## src/rtl/amo_req_adapter_pkg.sv

```systemverilog
// Shared types for the OBI-to-AMO-shim adapter.
//  amo_op_t   : 4-bit AMO code understood by the 64-bit shim (shared with it)
//  FUNCT5_*   : RISC-V A-extension funct5 encodings carried on data_atop[4:0]
//  resp_src_t : where the core response data comes from
//  decode_funct5 : funct5 -> amo_op_t (LR/SC/unknown map to AMO_NONE)
package amo_req_adapter_pkg;

  typedef enum logic [3:0] {
    AMO_NONE = 4'd0,
    AMO_SWAP = 4'd1,
    AMO_ADD  = 4'd2,
    AMO_AND  = 4'd3,
    AMO_OR   = 4'd4,
    AMO_XOR  = 4'd5,
    AMO_MAX  = 4'd6,
    AMO_MAXU = 4'd7,
    AMO_MIN  = 4'd8,
    AMO_MINU = 4'd9
  } amo_op_t;

  localparam logic [4:0] FUNCT5_LR   = 5'b00010;
  localparam logic [4:0] FUNCT5_SC   = 5'b00011;
  localparam logic [4:0] FUNCT5_SWAP = 5'b00001;
  localparam logic [4:0] FUNCT5_ADD  = 5'b00000;
  localparam logic [4:0] FUNCT5_AND  = 5'b01100;
  localparam logic [4:0] FUNCT5_OR   = 5'b01000;
  localparam logic [4:0] FUNCT5_XOR  = 5'b00100;
  localparam logic [4:0] FUNCT5_MAX  = 5'b10100;
  localparam logic [4:0] FUNCT5_MAXU = 5'b11100;
  localparam logic [4:0] FUNCT5_MIN  = 5'b10000;
  localparam logic [4:0] FUNCT5_MINU = 5'b11000;

  typedef enum logic [1:0] {
    SRC_MEM     = 2'd0,
    SRC_SC_OK   = 2'd1,
    SRC_SC_FAIL = 2'd2
  } resp_src_t;

  function automatic amo_op_t decode_funct5(input logic [4:0] f5);
    amo_op_t op;
    case (f5)
      FUNCT5_SWAP: op = AMO_SWAP;
      FUNCT5_ADD:  op = AMO_ADD;
      FUNCT5_AND:  op = AMO_AND;
      FUNCT5_OR:   op = AMO_OR;
      FUNCT5_XOR:  op = AMO_XOR;
      FUNCT5_MAX:  op = AMO_MAX;
      FUNCT5_MAXU: op = AMO_MAXU;
      FUNCT5_MIN:  op = AMO_MIN;
      FUNCT5_MINU: op = AMO_MINU;
      default:     op = AMO_NONE;
    endcase
    return op;
  endfunction

endpackage

```

## src/rtl/amo_req_adapter_if.sv

```systemverilog
// Bus bundles for the adapter.
//  amo_obi_if : 32-bit OBI data port with atop. master = core, slave = adapter.
//    req/addr/we/be/wdata/atop from core; gnt/rvalid/rdata to core.
//  amo_mem_if : 64-bit AMO shim port. master = adapter, slave = shim.
//    req/add/amo/wen/wdata/be to shim; gnt/rdata from shim (rdata valid cycle after grant).
interface amo_obi_if;
  logic        req;
  logic        gnt;
  logic        rvalid;
  logic [31:0] addr;
  logic        we;
  logic [3:0]  be;
  logic [31:0] wdata;
  logic [5:0]  atop;
  logic [31:0] rdata;

  modport master (output req, addr, we, be, wdata, atop, input gnt, rvalid, rdata);
  modport slave  (input req, addr, we, be, wdata, atop, output gnt, rvalid, rdata);
endinterface

interface amo_mem_if
  import amo_req_adapter_pkg::*;
#(
  parameter int AddrMemWidth = 20
) ();
  logic                    req;
  logic                    gnt;
  logic [AddrMemWidth-1:0] add;
  amo_op_t                 amo;
  logic                    wen;
  logic [63:0]             wdata;
  logic [7:0]              be;
  logic [63:0]             rdata;

  modport master (output req, add, amo, wen, wdata, be, input gnt, rdata);
  modport slave  (input req, add, amo, wen, wdata, be, output gnt, rdata);
endinterface

```

## src/rtl/amo_req_adapter_lrsc_reservation.sv

```systemverilog
// LR/SC reservation: one valid bit, the reserved 64-bit word address
// (byte addr[31:3]) and a countdown that kills the reservation after
// ResvTimeout cycles (0 = never expires).
//  clk_i, rst_ni : clock, synchronous active-low reset
//  set_i         : granted LR -> (re)load address and counter
//  clear_i       : granted SC, or granted write to the reserved word
//  addr_i        : word address of the current request (set and compare)
//  valid_o       : reservation held
//  match_o       : valid and addr_i equals the reserved word
//  expiring_o    : last live cycle (counter at 1)
module amo_req_adapter_lrsc_reservation #(
  parameter int ResvTimeout = 64
) (
  input  logic        clk_i,
  input  logic        rst_ni,
  input  logic        set_i,
  input  logic        clear_i,
  input  logic [28:0] addr_i,
  output logic        valid_o,
  output logic        match_o,
  output logic        expiring_o
);

  localparam int CntW = (ResvTimeout > 1) ? $clog2(ResvTimeout + 1) : 1;
  localparam logic [CntW-1:0] CntLoad = CntW'(ResvTimeout);
  localparam logic [CntW-1:0] CntOne  = CntW'(1);
  localparam bit Expires = (ResvTimeout != 0);

  logic            valid_q, valid_d;
  logic [28:0]     addr_q, addr_d;
  logic [CntW-1:0] cnt_q, cnt_d;

  // Next-state: LR set wins, then clear, then countdown while held.
  always_comb begin
    valid_d = valid_q;
    addr_d  = addr_q;
    cnt_d   = cnt_q;
    if (set_i) begin
      valid_d = 1'b1;
      addr_d  = addr_i;
      cnt_d   = CntLoad;
    end else if (clear_i) begin
      valid_d = 1'b0;
      cnt_d   = {CntW{1'b0}};
    end else if (valid_q && Expires) begin
      cnt_d = cnt_q - CntOne;
      if (cnt_q == CntOne) begin
        valid_d = 1'b0;
      end else begin
        valid_d = 1'b1;
      end
    end else begin
      valid_d = valid_q;
    end
  end

  // Reservation state registers.
  always_ff @(posedge clk_i) begin
    if (!rst_ni) begin
      valid_q <= 1'b0;
      addr_q  <= 29'd0;
      cnt_q   <= {CntW{1'b0}};
    end else begin
      valid_q <= valid_d;
      addr_q  <= addr_d;
      cnt_q   <= cnt_d;
    end
  end

  assign valid_o    = valid_q;
  assign match_o    = valid_q && (addr_q == addr_i);
  assign expiring_o = Expires && valid_q && (cnt_q == CntOne);

endmodule

```

## src/rtl/amo_req_adapter.sv

```systemverilog
// Adapter between a core's 32-bit OBI data port (with A-extension atop) and
// the 64-bit AMO shim in front of the SRAM. Maps atop to the shim AMO code,
// steers lanes/byte enables, and resolves LR/SC locally against a reservation.
//  clk_i, rst_ni : clock, synchronous active-low reset
//  core_bus      : amo_obi_if.slave  (core request / response)
//  mem_bus       : amo_mem_if.master (shim request, rdata a cycle after grant)
// Parameters: AddrMemWidth (word address width), ResvTimeout (0 = no expiry).
module amo_req_adapter
  import amo_req_adapter_pkg::*;
#(
  parameter int AddrMemWidth = 20,
  parameter int ResvTimeout  = 64
) (
  input  logic       clk_i,
  input  logic       rst_ni,
  amo_obi_if.slave   core_bus,
  amo_mem_if.master  mem_bus
);

  amo_op_t   amo_s;
  logic      is_lr_s, is_sc_s, sc_fail_s, wen_s, lane_s;
  logic      granted_s, is_write_s, resv_set_s, resv_clear_s;
  logic      resv_valid_s, resv_match_s, resv_expiring_s;
  logic      rvalid_q, lane_q, lane_d;
  resp_src_t src_q, src_d;
  logic [31:0] rdata_s;

  // Decode atop into shim op and LR/SC flags.
  always_comb begin
    amo_s   = AMO_NONE;
    is_lr_s = 1'b0;
    is_sc_s = 1'b0;
    if (core_bus.atop[5]) begin
      amo_s   = decode_funct5(core_bus.atop[4:0]);
      is_lr_s = (core_bus.atop[4:0] == FUNCT5_LR);
      is_sc_s = (core_bus.atop[4:0] == FUNCT5_SC);
    end else begin
      amo_s = AMO_NONE;
    end
  end

  // Write enable: AMOs and LR read, SC writes, everything else follows we.
  always_comb begin
    wen_s = core_bus.we;
    if (amo_s != AMO_NONE || is_lr_s) begin
      wen_s = 1'b0;
    end else if (is_sc_s) begin
      wen_s = 1'b1;
    end else begin
      wen_s = core_bus.we;
    end
  end

  // An SC that loses its reservation (including in the expiry cycle) never
  // reaches memory and is granted immediately.
  assign sc_fail_s = is_sc_s && !(resv_match_s && !resv_expiring_s);

  assign lane_s        = core_bus.addr[2];
  assign mem_bus.req   = core_bus.req && !sc_fail_s;
  assign mem_bus.add   = core_bus.addr[AddrMemWidth+2:3];
  assign mem_bus.amo   = amo_s;
  assign mem_bus.wen   = wen_s;
  assign mem_bus.wdata = {core_bus.wdata, core_bus.wdata};
  assign mem_bus.be    = lane_s ? {core_bus.be, 4'h0} : {4'h0, core_bus.be};
  assign core_bus.gnt  = sc_fail_s ? core_bus.req : mem_bus.gnt;

  assign granted_s    = core_bus.req && core_bus.gnt;
  assign is_write_s   = (amo_s != AMO_NONE) || (wen_s && !is_sc_s);
  assign resv_set_s   = granted_s && is_lr_s;
  assign resv_clear_s = granted_s && (is_sc_s || (is_write_s && resv_match_s));

  amo_req_adapter_lrsc_reservation #(
    .ResvTimeout (ResvTimeout)
  ) u_resv (
    .clk_i      (clk_i),
    .rst_ni     (rst_ni),
    .set_i      (resv_set_s),
    .clear_i    (resv_clear_s),
    .addr_i     (core_bus.addr[31:3]),
    .valid_o    (resv_valid_s),
    .match_o    (resv_match_s),
    .expiring_o (resv_expiring_s)
  );

  // Response source and lane, captured only on grant.
  always_comb begin
    lane_d = lane_q;
    src_d  = src_q;
    if (granted_s) begin
      lane_d = lane_s;
      if (sc_fail_s) begin
        src_d = SRC_SC_FAIL;
      end else if (is_sc_s) begin
        src_d = SRC_SC_OK;
      end else begin
        src_d = SRC_MEM;
      end
    end else begin
      src_d = src_q;
    end
  end

  // Response tracking registers.
  always_ff @(posedge clk_i) begin
    if (!rst_ni) begin
      rvalid_q <= 1'b0;
      lane_q   <= 1'b0;
      src_q    <= SRC_MEM;
    end else begin
      rvalid_q <= granted_s;
      lane_q   <= lane_d;
      src_q    <= src_d;
    end
  end

  // Response data: shim rdata arrives the cycle after grant, so it is
  // selected live; SC outcome is encoded as 0 (success) / 1 (failure).
  always_comb begin
    rdata_s = 32'h0;
    if (rvalid_q) begin
      case (src_q)
        SRC_MEM:     rdata_s = lane_q ? mem_bus.rdata[63:32] : mem_bus.rdata[31:0];
        SRC_SC_FAIL: rdata_s = 32'h1;
        SRC_SC_OK:   rdata_s = 32'h0;
        default:     rdata_s = 32'h0;
      endcase
    end else begin
      rdata_s = 32'h0;
    end
  end

  assign core_bus.rvalid = rvalid_q;
  assign core_bus.rdata  = rdata_s;

  logic unused_s;
  assign unused_s = resv_valid_s;

endmodule

```

## src/flat_wrapper.sv

```systemverilog
// flat-port wrapper written by rule: the top's interface ports become plain ports
module amo_req_adapter_flat import amo_req_adapter_pkg::*;
#(
  parameter int AddrMemWidth = 20,
  parameter int ResvTimeout  = 64
)
  (clk_i, rst_ni, core_bus_req, core_bus_addr, core_bus_we, core_bus_be, core_bus_wdata, core_bus_atop, core_bus_gnt, core_bus_rvalid, core_bus_rdata, mem_bus_req, mem_bus_add, mem_bus_amo, mem_bus_wen, mem_bus_wdata, mem_bus_be, mem_bus_gnt, mem_bus_rdata);
  amo_obi_if core_bus_i ();
  amo_mem_if #(.AddrMemWidth(AddrMemWidth)) mem_bus_i ();
  input  logic clk_i;
  input  logic rst_ni;
  input wire logic [$bits(core_bus_i.req)-1:0] core_bus_req;
  input wire logic [$bits(core_bus_i.addr)-1:0] core_bus_addr;
  input wire logic [$bits(core_bus_i.we)-1:0] core_bus_we;
  input wire logic [$bits(core_bus_i.be)-1:0] core_bus_be;
  input wire logic [$bits(core_bus_i.wdata)-1:0] core_bus_wdata;
  input wire logic [$bits(core_bus_i.atop)-1:0] core_bus_atop;
  output wire logic [$bits(core_bus_i.gnt)-1:0] core_bus_gnt;
  output wire logic [$bits(core_bus_i.rvalid)-1:0] core_bus_rvalid;
  output wire logic [$bits(core_bus_i.rdata)-1:0] core_bus_rdata;
  output wire logic [$bits(mem_bus_i.req)-1:0] mem_bus_req;
  output wire logic [$bits(mem_bus_i.add)-1:0] mem_bus_add;
  output wire logic [$bits(mem_bus_i.amo)-1:0] mem_bus_amo;
  output wire logic [$bits(mem_bus_i.wen)-1:0] mem_bus_wen;
  output wire logic [$bits(mem_bus_i.wdata)-1:0] mem_bus_wdata;
  output wire logic [$bits(mem_bus_i.be)-1:0] mem_bus_be;
  input wire logic [$bits(mem_bus_i.gnt)-1:0] mem_bus_gnt;
  input wire logic [$bits(mem_bus_i.rdata)-1:0] mem_bus_rdata;
  assign core_bus_i.req = core_bus_req;
  assign core_bus_i.addr = core_bus_addr;
  assign core_bus_i.we = core_bus_we;
  assign core_bus_i.be = core_bus_be;
  assign core_bus_i.wdata = core_bus_wdata;
  assign core_bus_i.atop = core_bus_atop;
  assign core_bus_gnt = core_bus_i.gnt;
  assign core_bus_rvalid = core_bus_i.rvalid;
  assign core_bus_rdata = core_bus_i.rdata;
  assign mem_bus_req = mem_bus_i.req;
  assign mem_bus_add = mem_bus_i.add;
  assign mem_bus_amo = mem_bus_i.amo;
  assign mem_bus_wen = mem_bus_i.wen;
  assign mem_bus_wdata = mem_bus_i.wdata;
  assign mem_bus_be = mem_bus_i.be;
  assign mem_bus_i.gnt = mem_bus_gnt;
  assign mem_bus_i.rdata = mem_bus_rdata;
  amo_req_adapter #(.AddrMemWidth(AddrMemWidth), .ResvTimeout(ResvTimeout)) u_core (.clk_i(clk_i), .rst_ni(rst_ni), .core_bus(core_bus_i), .mem_bus(mem_bus_i));
endmodule
```

## config.mk

```make
export PLATFORM = sky130hd
export DESIGN_NAME = amo_req_adapter_flat
export DESIGN_NICKNAME = d
export VERILOG_FILES = /design/src/rtl/amo_req_adapter_pkg.sv /design/src/rtl/amo_req_adapter_if.sv /design/src/rtl/amo_req_adapter_lrsc_reservation.sv /design/src/rtl/amo_req_adapter.sv /design/src/flat_wrapper.sv
export SDC_FILE = /design/constraint.sdc
export NUM_CORES = 1
export LEC_CHECK = 0
export ABC_AREA = 1
export BUFFER_PORTS_ARGS = -buffer_cell sky130_fd_sc_hd__buf_4
export CORE_AREA = 2 2 106 108
export DETAILED_ROUTE_END_ITERATION = 12
export DIE_AREA = 0 0 108 110
export PLACE_DENSITY = 0.65
export SLEW_MARGIN = 20
export SYNTH_ARGS = -nofsm -noshare
export SYNTH_HDL_FRONTEND = slang
export SYNTH_SLANG_ARGS = --single-unit
```

## constraint.sdc

```tcl
create_clock -name clk_i -period 1.6 [get_ports clk_i]
set_input_delay 0.08 -clock clk_i [delete_from_list [all_inputs] [get_ports clk_i]]
set_output_delay 0.08 -clock clk_i [all_outputs]
set_load 0.01 [all_outputs]
```

==> results of run 1 <==
==> layout make-up <==
| type | count | area [sq um] | area share |
|---|---|---|---|
| multi-input combinational | 337 | 1720 | 0.388 |
| timing repair buffer | 191 | 1470 | 0.330 |
| sequential | 41 | 833 | 0.188 |
| tap | 140 | 175 | 0.0395 |
| inverter | 35 | 131 | 0.0296 |
| clock buffer | 6 | 72.6 | 0.0164 |
| clock inverter | 2 | 38.8 | 0.00874 |
==> repair_timing <==
action / 4_1_cts / 5_1_grt
cloned: 0 / 0
endpoints found under the setup margin: 14 / 42
setup buffers: 1 / 0
resized for setup: 17 / 21
hold buffers: 0 / 0
pin swaps: 9 / 18
==> critical path, cell delays in order, from the launching register on <==
cell and delay [ns]:
sky130_fd_sc_hd__dfxtp_1 0.34, sky130_fd_sc_hd__inv_1 0.06, sky130_fd_sc_hd__ha_1 0.17, sky130_fd_sc_hd__nor3b_1 0.14, sky130_fd_sc_hd__nor2_1 0.16, sky130_fd_sc_hd__nand3_2 0.12
sky130_fd_sc_hd__nand2_2 0.10, sky130_fd_sc_hd__inv_2 0.06, sky130_fd_sc_hd__nand2_2 0.07, sky130_fd_sc_hd__o21ai_2 0.06, sky130_fd_sc_hd__buf_4 0.14
==> layout by cell type, fill, tap and decap left out, types with 2 or more instances in the layout <==
master and instances:
sky130_fd_sc_hd__xnor2_2 4, sky130_fd_sc_hd__xnor2_1 23, sky130_fd_sc_hd__dfxtp_2 10, sky130_fd_sc_hd__inv_1 29
sky130_fd_sc_hd__nor2_1 33, sky130_fd_sc_hd__buf_4 187, sky130_fd_sc_hd__buf_6 2, sky130_fd_sc_hd__nand3_1 10
sky130_fd_sc_hd__nand2_1 165, sky130_fd_sc_hd__xor2_1 4, sky130_fd_sc_hd__nand2_2 4, sky130_fd_sc_hd__nor3_1 3
sky130_fd_sc_hd__dfxtp_1 31, sky130_fd_sc_hd__buf_12 2, sky130_fd_sc_hd__ha_1 2, sky130_fd_sc_hd__clkbuf_8 5
sky130_fd_sc_hd__a21oi_1 57, sky130_fd_sc_hd__nor2_2 5, sky130_fd_sc_hd__inv_2 6, sky130_fd_sc_hd__o21ai_0 7
sky130_fd_sc_hd__a21oi_2 5, sky130_fd_sc_hd__nand3b_1 2
==> synth_stat cells <==
cell	instances	area, sq um
sky130_fd_sc_hd__xnor2_1	27	236
sky130_fd_sc_hd__nor2_2	1	6.26
sky130_fd_sc_hd__o21ai_1	1	5.00
sky130_fd_sc_hd__clkbuf_1	16	60.1
sky130_fd_sc_hd__nor3_1	3	15.0
sky130_fd_sc_hd__xor2_1	4	35.0
sky130_fd_sc_hd__ha_1	2	25.0
sky130_fd_sc_hd__a21o_1	1	7.51
sky130_fd_sc_hd__nand3_4	1	17.5
sky130_fd_sc_hd__nand3b_1	2	15.0
sky130_fd_sc_hd__nand3_1	11	55.1
sky130_fd_sc_hd__nor4_1	1	6.26
sky130_fd_sc_hd__nor3b_1	1	7.51
sky130_fd_sc_hd__inv_2	3	11.3
sky130_fd_sc_hd__nand2_2	2	12.5
sky130_fd_sc_hd__and2_1	1	6.26
sky130_fd_sc_hd__buf_6	2	22.5
sky130_fd_sc_hd__dfxtp_1	41	821
sky130_fd_sc_hd__nand2_1	168	631
sky130_fd_sc_hd__inv_1	32	120
sky130_fd_sc_hd__nor2_1	38	143
sky130_fd_sc_hd__o21ai_0	8	40.0
sky130_fd_sc_hd__nor4_4	1	21.3
sky130_fd_sc_hd__buf_4	84	631
sky130_fd_sc_hd__nand4_4	1	21.3
sky130_fd_sc_hd__a21oi_1	62	310
sky130_fd_sc_hd__buf_2	1	5.00
sky130_fd_sc_hd__a21oi_2	1	8.76
==> registers in the layout (all words and copies together), names as in the netlist <==
register and count:
u_core.u_resv.addr_q 29, u_core.u_resv.cnt_q 7, u_core.src_q 2, u_core.core_bus.rvalid 1, u_core.lane_q 1, u_core.u_resv.valid_o 1
==> power by group through the flow <==
stage | clock [mW] | combinational, mW | sequential [mW]
finish | 0.827 | 0.668 | 1.03
global route | 0.918 | 0.728 | 1.03
CTS | 0.865 | 0.660 | 1.03
detailed placement | 0 | 0.652 | 1.05
global placement | 0 | 0.641 | 1.05
floorplan | 0 | 0.446 | 1.05
==> stage by stage <==
stage	cell area, sq um	TNS [ns]
detailed placement	4200	-0.441
global placement	4200	-0.184
finish	4440	-0.337
floorplan	3300	0
CTS	4360	-0.437
global route	4440	-2.26
==> final timing paths <==
| check | slack (ns) | from | end |
|---|---|---|---|
| worst max-delay path | -0.18 | u_core.u_resv.cnt_q[1] | core_bus_gnt |
| worst min-delay path | 0.05 | core_bus_addr[27] | u_core.u_resv.addr_q[24] |
| worst max register to register | 0.02 | u_core.u_resv.cnt_q[1] | u_core.u_resv.cnt_q[1] |
| worst min register to register | 0.46 | u_core.u_resv.addr_q[19] | u_core.u_resv.addr_q[19] |
==> layer usage <==
layer | track usage | wire (um) | up-vias
met1 | 0.178 | 3940 | 1469
met5 | 0.0179 | 28 | -
li1 | - | - | 1706
met3 | 0.0517 | 1050 | 5
met4 | 0.0256 | 38 | 2
met2 | 0.271 | 5050 | 179
==> logic make-up after synthesis <==
family / Yosys count
and+or+nand+nor: 231
buffers and inverters: 138
AOI/OAI and AO/OA: 73
DFF: 41
xor gates and xnor gates: 31
adders and majority gates: 2
==> flow_summary.rst, run 1 <==
.. list-table::
   :header-rows: 1

   * - Metric
     - Value
   * - Initial Util
     - 0.308
   * - Cell internal power dissipation
     - 1.85 mW
   * - Global-route wire length before repair
     - 14.3 mm
   * - Sequential cell fraction of total power
     - 0.408
   * - Fraction of the core area covered by cells at the end of the flow
     - 0.415
   * - Standard-cell row count
     - 38
   * - Maximum operating frequency
     - 0.562 GHz
   * - Final worst path period share
     - 1.11
   * - Skew final
     - 0.00807 ns
   * - Combinational family with the most area after synthesis
     - simple AND/OR/NAND/NOR gates
   * - Worst ir drop on vdd
     - 337 uV
   * - Overall die width
     - 108 um
   * - Residual antenna-violating net count after detailed routing
     - 0
   * - Max Cap Violations
     - 0
   * - Clock network fraction of total power
     - 0.328
   * - Leakage power summed over all cells
     - 2.09 nW
   * - Launching element type of the critical path
     - register
   * - Final critical-path setup slack
     - -0.178 ns
   * - Post-detailed-placement half-perimeter wirelength
     - 8.24 mm
   * - Relative slew slack
     - 0.658
   * - Cell count after synthesis
     - 516
   * - Compound-gate portion of the synthesized area
     - 0.113
   * - Hold Fails Final Rpt
     - 0
   * - Non-filler cells, final
     - 752
   * - Synthesis-to-finish area growth
     - 34.7%
   * - Highest net fanout along the worst path
     - 3
   * - Worst hold margin
     - 0.0530 ns
   * - Number of nets in the finished design
     - 756
   * - Synthesized flop and latch total
     - 41
   * - Routed wirelength normalized by instance count
     - 13.4 um
   * - Clock root buffer
     - sky130_fd_sc_hd__clkbuf_8
   * - Iteration-0 DRC Markers
     - 235
   * - Distinct cell type count after synthesis
     - 28
   * - PortBufs
     - 176
   * - Synth Area in Adders
     - 0.00759
   * - Number of inserted filler cells in the final layout
     - 1098
   * - Element type at the critical path end
     - primary output
   * - Number of nets produced by synthesis
     - 661
   * - Sw frac
     - 0.268
   * - Total via count after detailed routing
     - 3361
   * - Remaining global-route overflow
     - 0
   * - Clk sinks
     - 41
   * - Yosys Warn Count
     - 0
   * - XOR/XNOR Fraction of Synth Area
     - 0.0824
   * - Clock buffer depth
     - 2
   * - Final setup violation count
     - 2
   * - Combinational cell fraction of total power
     - 0.265
   * - Share of synthesized area spent on multiplexers
     - 0
   * - Area fraction in and, or, nand and nor cells after synthesis
     - 0.290
   * - Floorplan die area
     - 11900 sq um
   * - Clock tree from TritonCTS
     - built
   * - Overall fraction of global-route tracks in use
     - 0.152
   * - Arr. time, crit path
     - 1.70 ns
   * - Average instance area after synthesis
     - 6.39 sq um
   * - Slew at the pin with the worst max-slew slack
     - 0.512 ns
   * - Clk_lat worst skew
     - 0.29 ns
   * - Number of top-level pins
     - 275
   * - Initial antenna violation count
     - 0
   * - Critical path data required time
     - 1.52 ns
   * - Share of synthesized area occupied by flip-flops and latches
     - 0.249
   * - Chip height
     - 110 um
   * - Via density per instance
     - 4.47
   * - Pwr Total
     - 2.52 mW
   * - Clock transition at path regs
     - 0.08 ns
   * - Violated checks
     - negative setup slack
   * - Cts bufs inserted
     - 5
   * - Gpl congestion
     - 0.733
   * - Final routed DRC violation total
     - 0
   * - Core Area
     - 10700 sq um
   * - Min cycle time layout
     - 1.78 ns
   * - ANT cells
     - 0
   * - Maximum number of pins on one net before global-route repair
     - 34
   * - Number of global-route vias before repair
     - 2973
   * - Number of pins with negative max-slew slack in the final report
     - 0
   * - Net switching power
     - 0.675 mW
   * - Setup repair after global routing missed its margin
     - true
   * - Worst Setup Path Type
     - register to primary output
   * - PD cells
     - 569 nW/um^2
   * - Cell area after synthesis
     - 3300 sq um
   * - First-pass DRT Iterations
     - 4
   * - Post-detailed-routing wire length
     - 10.1 mm
   * - Worst R2R Path Depth
     - 10
   * - Placement-stage worst setup slack
     - -0.129 ns
   * - Class of the tightest hold or removal check
     - primary input to register
   * - Cell depth of the worst hold path
     - 3
   * - Fraction of layout cells with a size suffix above 1
     - 0.392
   * - Post-placement cell count
     - 743
   * - # H-tree levels
     - 2
   * - Result of the run
     - finished with violations
Note: power is estimated with default switching activity, not from simulation.
==> run 2: changes to the inputs <==
- CELL_PAD_IN_SITES_DETAIL_PLACEMENT: not set -> 1
- CELL_PAD_IN_SITES_GLOBAL_PLACEMENT: not set -> 1
- CORE_AREA: 2 2 106 108 -> not set
- CORE_MARGIN: not set -> 2
- CORE_UTILIZATION: not set -> 25
- DIE_AREA: 0 0 108 110 -> not set
- PLACE_DENSITY: 0.65 -> 0.82
==> run 2 against run 1 <==
  * The flow still finishes with violations (negative setup slack)
  * Die area grew 19%
  * Critical endpoint unchanged
  * Maximum frequency about the same
  * Largest cell class unchanged
  * Combinational power up 3.7%
==> flow_summary.rst, run 2 (same netlist as run 1, synthesis figures left out) <==
.. list-table::
   :header-rows: 1

   * - Metric
     - Value
   * - Core Area
     - 12700 sq um (+19%)
   * - Hold Path Origin
     - core_bus_addr[30]
   * - Clock root buffer
     - sky130_fd_sc_hd__clkbuf_16
   * - Chip height
     - 119 um (+8.0%)
   * - Initial antenna violation count
     - 0 (unchanged)
   * - Number of global-route vias before repair
     - 3748 (+26%)
   * - Initial Util
     - 0.259 (-0.0490)
   * - Overall die width
     - 119 um (+10%)
   * - Max Cap Violations
     - 0 (unchanged)
   * - Fraction of layout cells with a size suffix above 1
     - 0.423 (+0.0304)
   * - Residual antenna-violating net count after detailed routing
     - 0 (unchanged)
   * - Pwr Total
     - 2.69 mW (+6.5%)
   * - Synthesis-to-finish area growth
     - 40.8%
   * - Class of the tightest hold or removal check
     - primary input to register
   * - PortBufs
     - 176 (unchanged)
   * - Most frequent cells in the layout
     - 192 x sky130_fd_sc_hd__buf_4, 166 x sky130_fd_sc_hd__nand2_1, 60 x sky130_fd_sc_hd__a21oi_1, 29 x sky130_fd_sc_hd__inv_1, 28 x sky130_fd_sc_hd__nor2_1
   * - Highest net fanout along the worst path
     - 3 (unchanged)
   * - Clock tree from TritonCTS
     - built
   * - Element type at the critical path end
     - primary output
   * - Launching element type of the critical path
     - register
   * - Critical path data required time
     - 1.52 ns (about the same)
   * - Clock buffer depth
     - 2 (unchanged)
   * - Final worst path period share
     - 1.11 (about the same)
   * - Worst R2R Path Depth
     - 9 (-1)
   * - Min cycle time layout
     - 1.78 ns (-0.00136 ns)
   * - Worst hold margin
     - 0.0670 ns (+0.0141 ns)
   * - Violated checks
     - negative setup slack
   * - Worst Setup Path Type
     - register to primary output
   * - Worst r2r src
     - u_core.u_resv.cnt_q[0]
   * - Hold Fails Final Rpt
     - 0 (unchanged)
   * - Cell depth of the worst hold path
     - 3 (unchanged)
   * - Post-detailed-routing wire length
     - 11.9 mm (+18%)
   * - Floorplan die area
     - 14100 sq um (+19%)
   * - Biggest registers after layout
     - u_core.u_resv.addr_q: 29 flops, u_core.u_resv.cnt_q: 7 flops, u_core.src_q: 2 flops
   * - Register with the most flip-flops
     - u_core.u_resv.addr_q
   * - Clk sinks
     - 41 (unchanged)
   * - Hold Path End
     - u_core.u_resv.addr_q[27]
   * - Max reg flops
     - 29 (unchanged)
   * - Most common cell after layout, fill and taps aside
     - sky130_fd_sc_hd__buf_4
   * - Final routed DRC violation total
     - 0 (unchanged)
   * - Grt peak-use layer
     - met2
   * - Maximum operating frequency
     - 0.563 GHz (about the same)
   * - Setup slack on the worst flop-to-flop path
     - -0.06 ns (-0.08 ns)
   * - Placement-stage cell area
     - 4300 sq um (+2.3%)
   * - ANT cells
     - 0 (unchanged)
   * - Maximum number of pins on one net before global-route repair
     - 33 (-2.9%)
   * - Crit path launch
     - u_core.u_resv.addr_q[6]
   * - Clock transition at path regs
     - 0.06 ns (-0.02 ns)
   * - Overall fraction of global-route tracks in use
     - 0.159 (+0.00703)
   * - Total via count after detailed routing
     - 3543 (+5.4%)
   * - Final setup violation count
     - 11 (+9)
   * - Number of nets in the finished design
     - 764 (+1.1%)
   * - Final sum of negative setup slack
     - -0.699 ns (-0.362 ns)
   * - Routed wirelength normalized by instance count
     - 15.0 um (+12%)
   * - PD cells
     - 579 nW/um^2 (+1.9%)
   * - Fraction of the core area covered by cells at the end of the flow
     - 0.365 (-0.0502)
   * - Endpoint of the lowest-slack register-to-register path
     - u_core.u_resv.cnt_q[5]
   * - Gpl congestion
     - 0.824 (+12%)
   * - Worst ir drop on vdd
     - 396 uV (+17%)
   * - Post-detailed-placement half-perimeter wirelength
     - 9.74 mm (+18%)
   * - Cts bufs inserted
     - 5 (unchanged)
   * - Global-route track usage on met2
     - 0.310 (+0.0383)
   * - Post-Layout Inst Area
     - 4640 sq um (+4.5%)
   * - Leakage power summed over all cells
     - 2.19 nW (+4.6%)
   * - Clk_lat worst skew
     - 0.28 ns (about the same)
   * - Setup repair after global routing missed its margin
     - true
   * - Iteration-0 DRC Markers
     - 88 (-63%)
   * - Arr. time, crit path
     - 1.70 ns (about the same)
   * - Skew final
     - 0.00392 ns (-0.00414 ns)
   * - Final critical-path setup slack
     - -0.177 ns (+0.00136 ns)
   * - Standard-cell row count
     - 41 (+7.9%)
   * - Slew at the pin with the worst max-slew slack
     - 0.530 ns (+0.0179 ns)
   * - Number of pins with negative max-slew slack in the final report
     - 0 (unchanged)
   * - Result of the run
     - finished with violations
   * - Number of top-level pins
     - 275 (unchanged)
   * - Relative slew slack
     - 0.646 (-0.0120)
   * - Grt met3 use
     - 0.0431 (-0.00863)
   * - GR met1 Demand/Resource
     - 0.171 (-0.00673)
   * - # H-tree levels
     - 2 (unchanged)
   * - First-pass DRT Iterations
     - 5 (+1)
   * - Via density per instance
     - 4.47 (about the same)
   * - Global-route wire length before repair
     - 18.4 mm (+29%)
   * - Remaining global-route overflow
     - 0 (unchanged)
## run 2: cell types whose count changed in the layout (fill, tap and decap cells not counted), moves of 3 or more
cell | previous run | this run
sky130_fd_sc_hd__a21oi_1 | 57 | 60
sky130_fd_sc_hd__xnor2_2 | 4 | 11
sky130_fd_sc_hd__nor2_1 | 33 | 28
sky130_fd_sc_hd__buf_4 | 187 | 192
sky130_fd_sc_hd__clkbuf_16 | 0 | 5
sky130_fd_sc_hd__nor2_2 | 5 | 10
sky130_fd_sc_hd__clkbuf_8 | 5 | 0
sky130_fd_sc_hd__dfxtp_1 | 31 | 25
sky130_fd_sc_hd__dfxtp_2 | 10 | 16
sky130_fd_sc_hd__xnor2_1 | 23 | 16
## run 2: critical path, cell delays in order (launching register included)
cell	delay, ns
sky130_fd_sc_hd__dfxtp_2	0.35
sky130_fd_sc_hd__xnor2_2	0.11
sky130_fd_sc_hd__nand2_1	0.07
sky130_fd_sc_hd__nor2_1	0.12
sky130_fd_sc_hd__nand2_1	0.08
sky130_fd_sc_hd__nor2_2	0.15
sky130_fd_sc_hd__nand3_2	0.13
sky130_fd_sc_hd__nand2_4	0.11
sky130_fd_sc_hd__inv_4	0.05
sky130_fd_sc_hd__o21ai_2	0.13
sky130_fd_sc_hd__buf_6	0.12
## run 2: how the worst max path moves through the flow
stage | end | slack, ns | depth (start not counted)
after floorplan | u_core.u_resv.cnt_q[1] | 0.20 | 10
after global placement | core_bus_gnt | -0.12 | 11
after detailed placement | core_bus_gnt | -0.16 | 11
after CTS | core_bus_gnt | -0.21 | 10
after global routing | core_bus_gnt | -0.31 | 10
final | core_bus_gnt | -0.18 | 10
## run 2: stage by stage
stage,setup slack (ns),cells
after floorplan,0.199,516
after global placement,-0.117,781
after detailed placement,-0.158,781
after CTS,-0.211,790
after global routing,-0.309,792
final,-0.177,792
## run 2: what timing repair did
item,CTS,global route
resized for setup,25,29
gates cloned,0,0
hold buffers,0,0
setup buffers,2,2
endpoints found under the setup margin,14,19
pin swaps,14,22
## run 2: metal layers
layer | up-vias | part of all wire
li1 | 1723 | -
met1 | 1643 | 0.37
met2 | 163 | 0.54
met3 | 14 | 0.071
met4 | 0 | 0.013
met5 | - | 0
## run 2: power by group
| part | switching (mW) | internal (mW) | total, mW |
|---|---|---|---|
| Sequential | 0.00506 | 1.03 | 1.03 |
| Clock | 0.392 | 0.573 | 0.964 |
| Combinational | 0.326 | 0.367 | 0.693 |
## run 2: layout make-up
type,count,area (sq um)
fillers,1668,8080
flip-flops and latches,41,841
clock inverters,2,10.0
multi-input cells,337,1760
well taps,172,215
inverters,35,134
clock buffers,6,129
repair buffers,199,1550
==> run 3: changes to the inputs <==
- REMOVE_ABC_BUFFERS: not set -> 1
==> run 3 against run 2 <==
  * The flow still finishes with violations (negative setup slack)
  * Sequential power hardly changed
  * Sequential share of layout area rose by 0.52 points
  * Combinational power shrank 1%
  * Non-clock buffer count fell by 10
  * Register-to-register slack worse by 0.03 ns
  * Final cell count down 1.3%
  * First-iteration DRC count up 9.1%
  * Clock power fell by 1%
  * Worst setup slack improved by 0.030 ns
  * Design area decreased by 1.5%
  * Critical path type unchanged
  * Critical endpoint unchanged
==> flow_summary.rst, run 3 (same netlist as run 1, synthesis figures left out) <==
.. list-table::
   :header-rows: 1

   * - Metric
     - Value
   * - Core Area
     - 12700 sq um (unchanged)
   * - Gpl congestion
     - 0.825 (about the same)
   * - Result of the run
     - finished with violations
   * - First-pass DRT Iterations
     - 4 (-1)
   * - Global-route track usage on met2
     - 0.301 (-0.00862)
   * - Storage element area
     - 852 sq um (+1.3%)
   * - Number of global-route vias before repair
     - 3809 (+1.6%)
   * - Max reg flops
     - 29 (unchanged)
   * - Clock transition at path regs
     - 0.06 ns (about the same)
   * - Worst hold margin
     - 0.0691 ns (+0.00202 ns)
   * - Element type at the critical path end
     - primary output
   * - Non-filler cells, final
     - 782 (-1.3%)
   * - Post-placement cell count
     - 768 (-1.7%)
   * - Most frequent cells in the layout
     - 185 x sky130_fd_sc_hd__buf_4, 164 x sky130_fd_sc_hd__nand2_1, 58 x sky130_fd_sc_hd__a21oi_1, 30 x sky130_fd_sc_hd__nor2_1, 29 x sky130_fd_sc_hd__inv_1
   * - Max Cap Violations
     - 0 (unchanged)
   * - Final routed DRC violation total
     - 0 (unchanged)
   * - PD cells
     - 583 nW/um^2 (+0.68%)
   * - GR met1 Demand/Resource
     - 0.220 (+0.0485)
   * - Cts bufs inserted
     - 5 (unchanged)
   * - Worst R2R Path Depth
     - 12 (+3)
   * - Number of nets in the finished design
     - 754 (-1.3%)
   * - Placement-stage worst setup slack
     - -0.127 ns (+0.0307 ns)
   * - Violated checks
     - negative setup slack
   * - Final sum of negative setup slack
     - -0.923 ns (-0.224 ns)
   * - Worst r2r src
     - u_core.u_resv.cnt_q[3]
   * - Setup repair after global routing missed its margin
     - true
   * - Slew at the pin with the worst max-slew slack
     - 0.532 ns (+0.00269 ns)
   * - Pwr Total
     - 2.67 mW (-0.84%)
   * - Skew final
     - 0.00647 ns (+0.00254 ns)
   * - Routed wirelength normalized by instance count
     - 17.8 um (+19%)
   * - Area of combinational cells with multiple inputs
     - 1790 sq um (+1.4%)
   * - ANT cells
     - 0 (unchanged)
   * - Post-detailed-routing wire length
     - 13.9 mm (+17%)
   * - Clock root buffer
     - sky130_fd_sc_hd__clkbuf_16
   * - Critical path data required time
     - 1.52 ns (about the same)
   * - Residual antenna-violating net count after detailed routing
     - 0 (unchanged)
   * - Last element of the critical path
     - core_bus_gnt
   * - Chip height
     - 119 um (unchanged)
   * - Maximum number of pins on one net before global-route repair
     - 34 (+3.0%)
   * - Final critical-path setup slack
     - -0.147 ns (+0.0301 ns)
   * - Number of top-level pins
     - 275 (unchanged)
   * - Leakage power summed over all cells
     - 2.14 nW (-2.1%)
   * - Fraction of the core area covered by cells at the end of the flow
     - 0.359 (-0.00551)
   * - Setup slack on the worst flop-to-flop path
     - -0.09 ns (-0.03 ns)
   * - # H-tree levels
     - 2 (unchanged)
   * - Crit path launch
     - u_core.u_resv.addr_q[13]
   * - Overall die width
     - 119 um (unchanged)
   * - Post-detailed-placement half-perimeter wirelength
     - 11.1 mm (+14%)
   * - Placement-stage cell area
     - 4180 sq um (-2.9%)
   * - Arr. time, crit path
     - 1.67 ns (-0.03 ns)
   * - Maximum operating frequency
     - 0.572 GHz (+1.7%)
   * - Worst ir drop on vdd
     - 408 uV (+3.1%)
   * - Most common cell after layout, fill and taps aside
     - sky130_fd_sc_hd__buf_4
   * - Global-route wire length before repair
     - 21.0 mm (+14%)
   * - Initial antenna violation count
     - 0 (unchanged)
   * - Initial Util
     - 0.259 (unchanged)
   * - Remaining global-route overflow
     - 0 (unchanged)
   * - Clk sinks
     - 41 (unchanged)
   * - Number of inserted filler cells in the final layout
     - 1646 (-1.3%)
   * - Relative slew slack
     - 0.645 (-0.00179)
   * - Number of pins with negative max-slew slack in the final report
     - 0 (unchanged)
   * - Biggest registers after layout
     - u_core.u_resv.addr_q: 29 flops, u_core.u_resv.cnt_q: 7 flops, u_core.src_q: 2 flops
   * - Final setup violation count
     - 12 (+1)
   * - Standard-cell row count
     - 41 (unchanged)
   * - Fraction of layout cells with a size suffix above 1
     - 0.433 (+0.0102)
   * - Final worst path period share
     - 1.09 (-0.0188)
   * - Via density per instance
     - 4.60 (+2.8%)
   * - Endpoint of the lowest-slack register-to-register path
     - u_core.src_q[1]
   * - Hold Fails Final Rpt
     - 0 (unchanged)
   * - Overall fraction of global-route tracks in use
     - 0.190 (+0.0311)
   * - Launching element type of the critical path
     - register
   * - Floorplan die area
     - 14100 sq um (unchanged)
   * - Highest net fanout along the worst path
     - 3 (unchanged)
   * - Clock buffer depth
     - 2 (unchanged)
   * - PortBufs
     - 176 (unchanged)
   * - Min cycle time layout
     - 1.75 ns (-0.0301 ns)
   * - Class of the tightest hold or removal check
     - primary input to register
   * - Worst Setup Path Type
     - register to primary output
   * - Iteration-0 DRC Markers
     - 96 (+9.1%)
   * - Clk_lat worst skew
     - 0.28 ns (about the same)
   * - Post-Layout Inst Area
     - 4570 sq um (-1.5%)
   * - Grt met3 use
     - 0.111 (+0.0675)
   * - Total via count after detailed routing
     - 3596 (+1.5%)
   * - Clock tree from TritonCTS
     - built
   * - Grt peak-use layer
     - met2
   * - Register with the most flip-flops
     - u_core.u_resv.addr_q
   * - Hold bufs inserted after CTS
     - 0 (unchanged)
   * - Synthesis-to-finish area growth
     - 38.6%
## run 3: cell types whose count changed in the layout (fill, tap and decap cells not counted), moves of 2 or more
cell / previous run / this run
sky130_fd_sc_hd__dfxtp_1: 25 / 18
sky130_fd_sc_hd__nand2_2: 3 / 6
sky130_fd_sc_hd__nor2_2: 10 / 7
sky130_fd_sc_hd__a21oi_1: 60 / 58
sky130_fd_sc_hd__buf_4: 192 / 185
sky130_fd_sc_hd__nor2_1: 28 / 30
sky130_fd_sc_hd__a21oi_2: 3 / 5
sky130_fd_sc_hd__dfxtp_2: 16 / 22
sky130_fd_sc_hd__nand2_1: 166 / 164
sky130_fd_sc_hd__buf_12: 3 / 1
## run 3: worst min-delay path by stage
stage                             from                        to  slack, ns  cells past startpoint
floorplan             core_bus_addr[3]            mem_bus_add[0]       0.16                      0
global placement    core_bus_wdata[22]         mem_bus_wdata[22]       0.16                      0
detailed placement  core_bus_wdata[22]         mem_bus_wdata[22]       0.16                      0
CTS                  core_bus_addr[18]  u_core.u_resv.addr_q[15]       0.07                      3
global route         core_bus_addr[18]  u_core.u_resv.addr_q[15]       0.07                      3
finish               core_bus_addr[18]  u_core.u_resv.addr_q[15]       0.07                      3
## run 3: cell type report
type	count	area share
Sequential cell	41	0.186
Timing Repair Buffer	189	0.316
Inverter	35	0.0288
Clock inverter	2	0.00219
Clock buffer	6	0.0282
Tap cell	172	0.0471
Multi-Input combinational cell	337	0.392
## run 3: per-layer routing
metal | routed length (um) | vias up | part of all wire
li1 | - | 1698 | -
met1 | 5780 | 1665 | 0.41
met2 | 6180 | 218 | 0.44
met3 | 1760 | 13 | 0.13
met4 | 144 | 2 | 0.010
met5 | 69 | - | 0.0050
## run 3: worst max-delay path, stage by stage (launching register included)
cell                      delay (ns)
sky130_fd_sc_hd__dfxtp_2        0.33
sky130_fd_sc_hd__xnor2_2        0.14
sky130_fd_sc_hd__nand2_1        0.09
sky130_fd_sc_hd__nor2_2         0.13
sky130_fd_sc_hd__nand2_2        0.07
sky130_fd_sc_hd__nor2_4         0.11
sky130_fd_sc_hd__nand3_2        0.11
sky130_fd_sc_hd__nand2_2        0.08
sky130_fd_sc_hd__inv_2          0.06
sky130_fd_sc_hd__o21ai_2        0.14
sky130_fd_sc_hd__buf_6          0.12
## run 3: repair_timing
action	in CTS	in global routing
setup buffers	3	3
gates resized for setup	24	42
setup endpoints to repair	15	34
pin swaps	15	35
## run 3: report_power, final
part / total (mW) / leakage [nW] / internal, mW / switching [mW]
clock: 0.952 / 0.0706 / 0.572 / 0.380
sequential: 1.03 / 0.343 / 1.03 / 0.00454
combinational: 0.684 / 1.73 / 0.360 / 0.325
total: 2.67 / 2.14 / 1.96 / 0.709
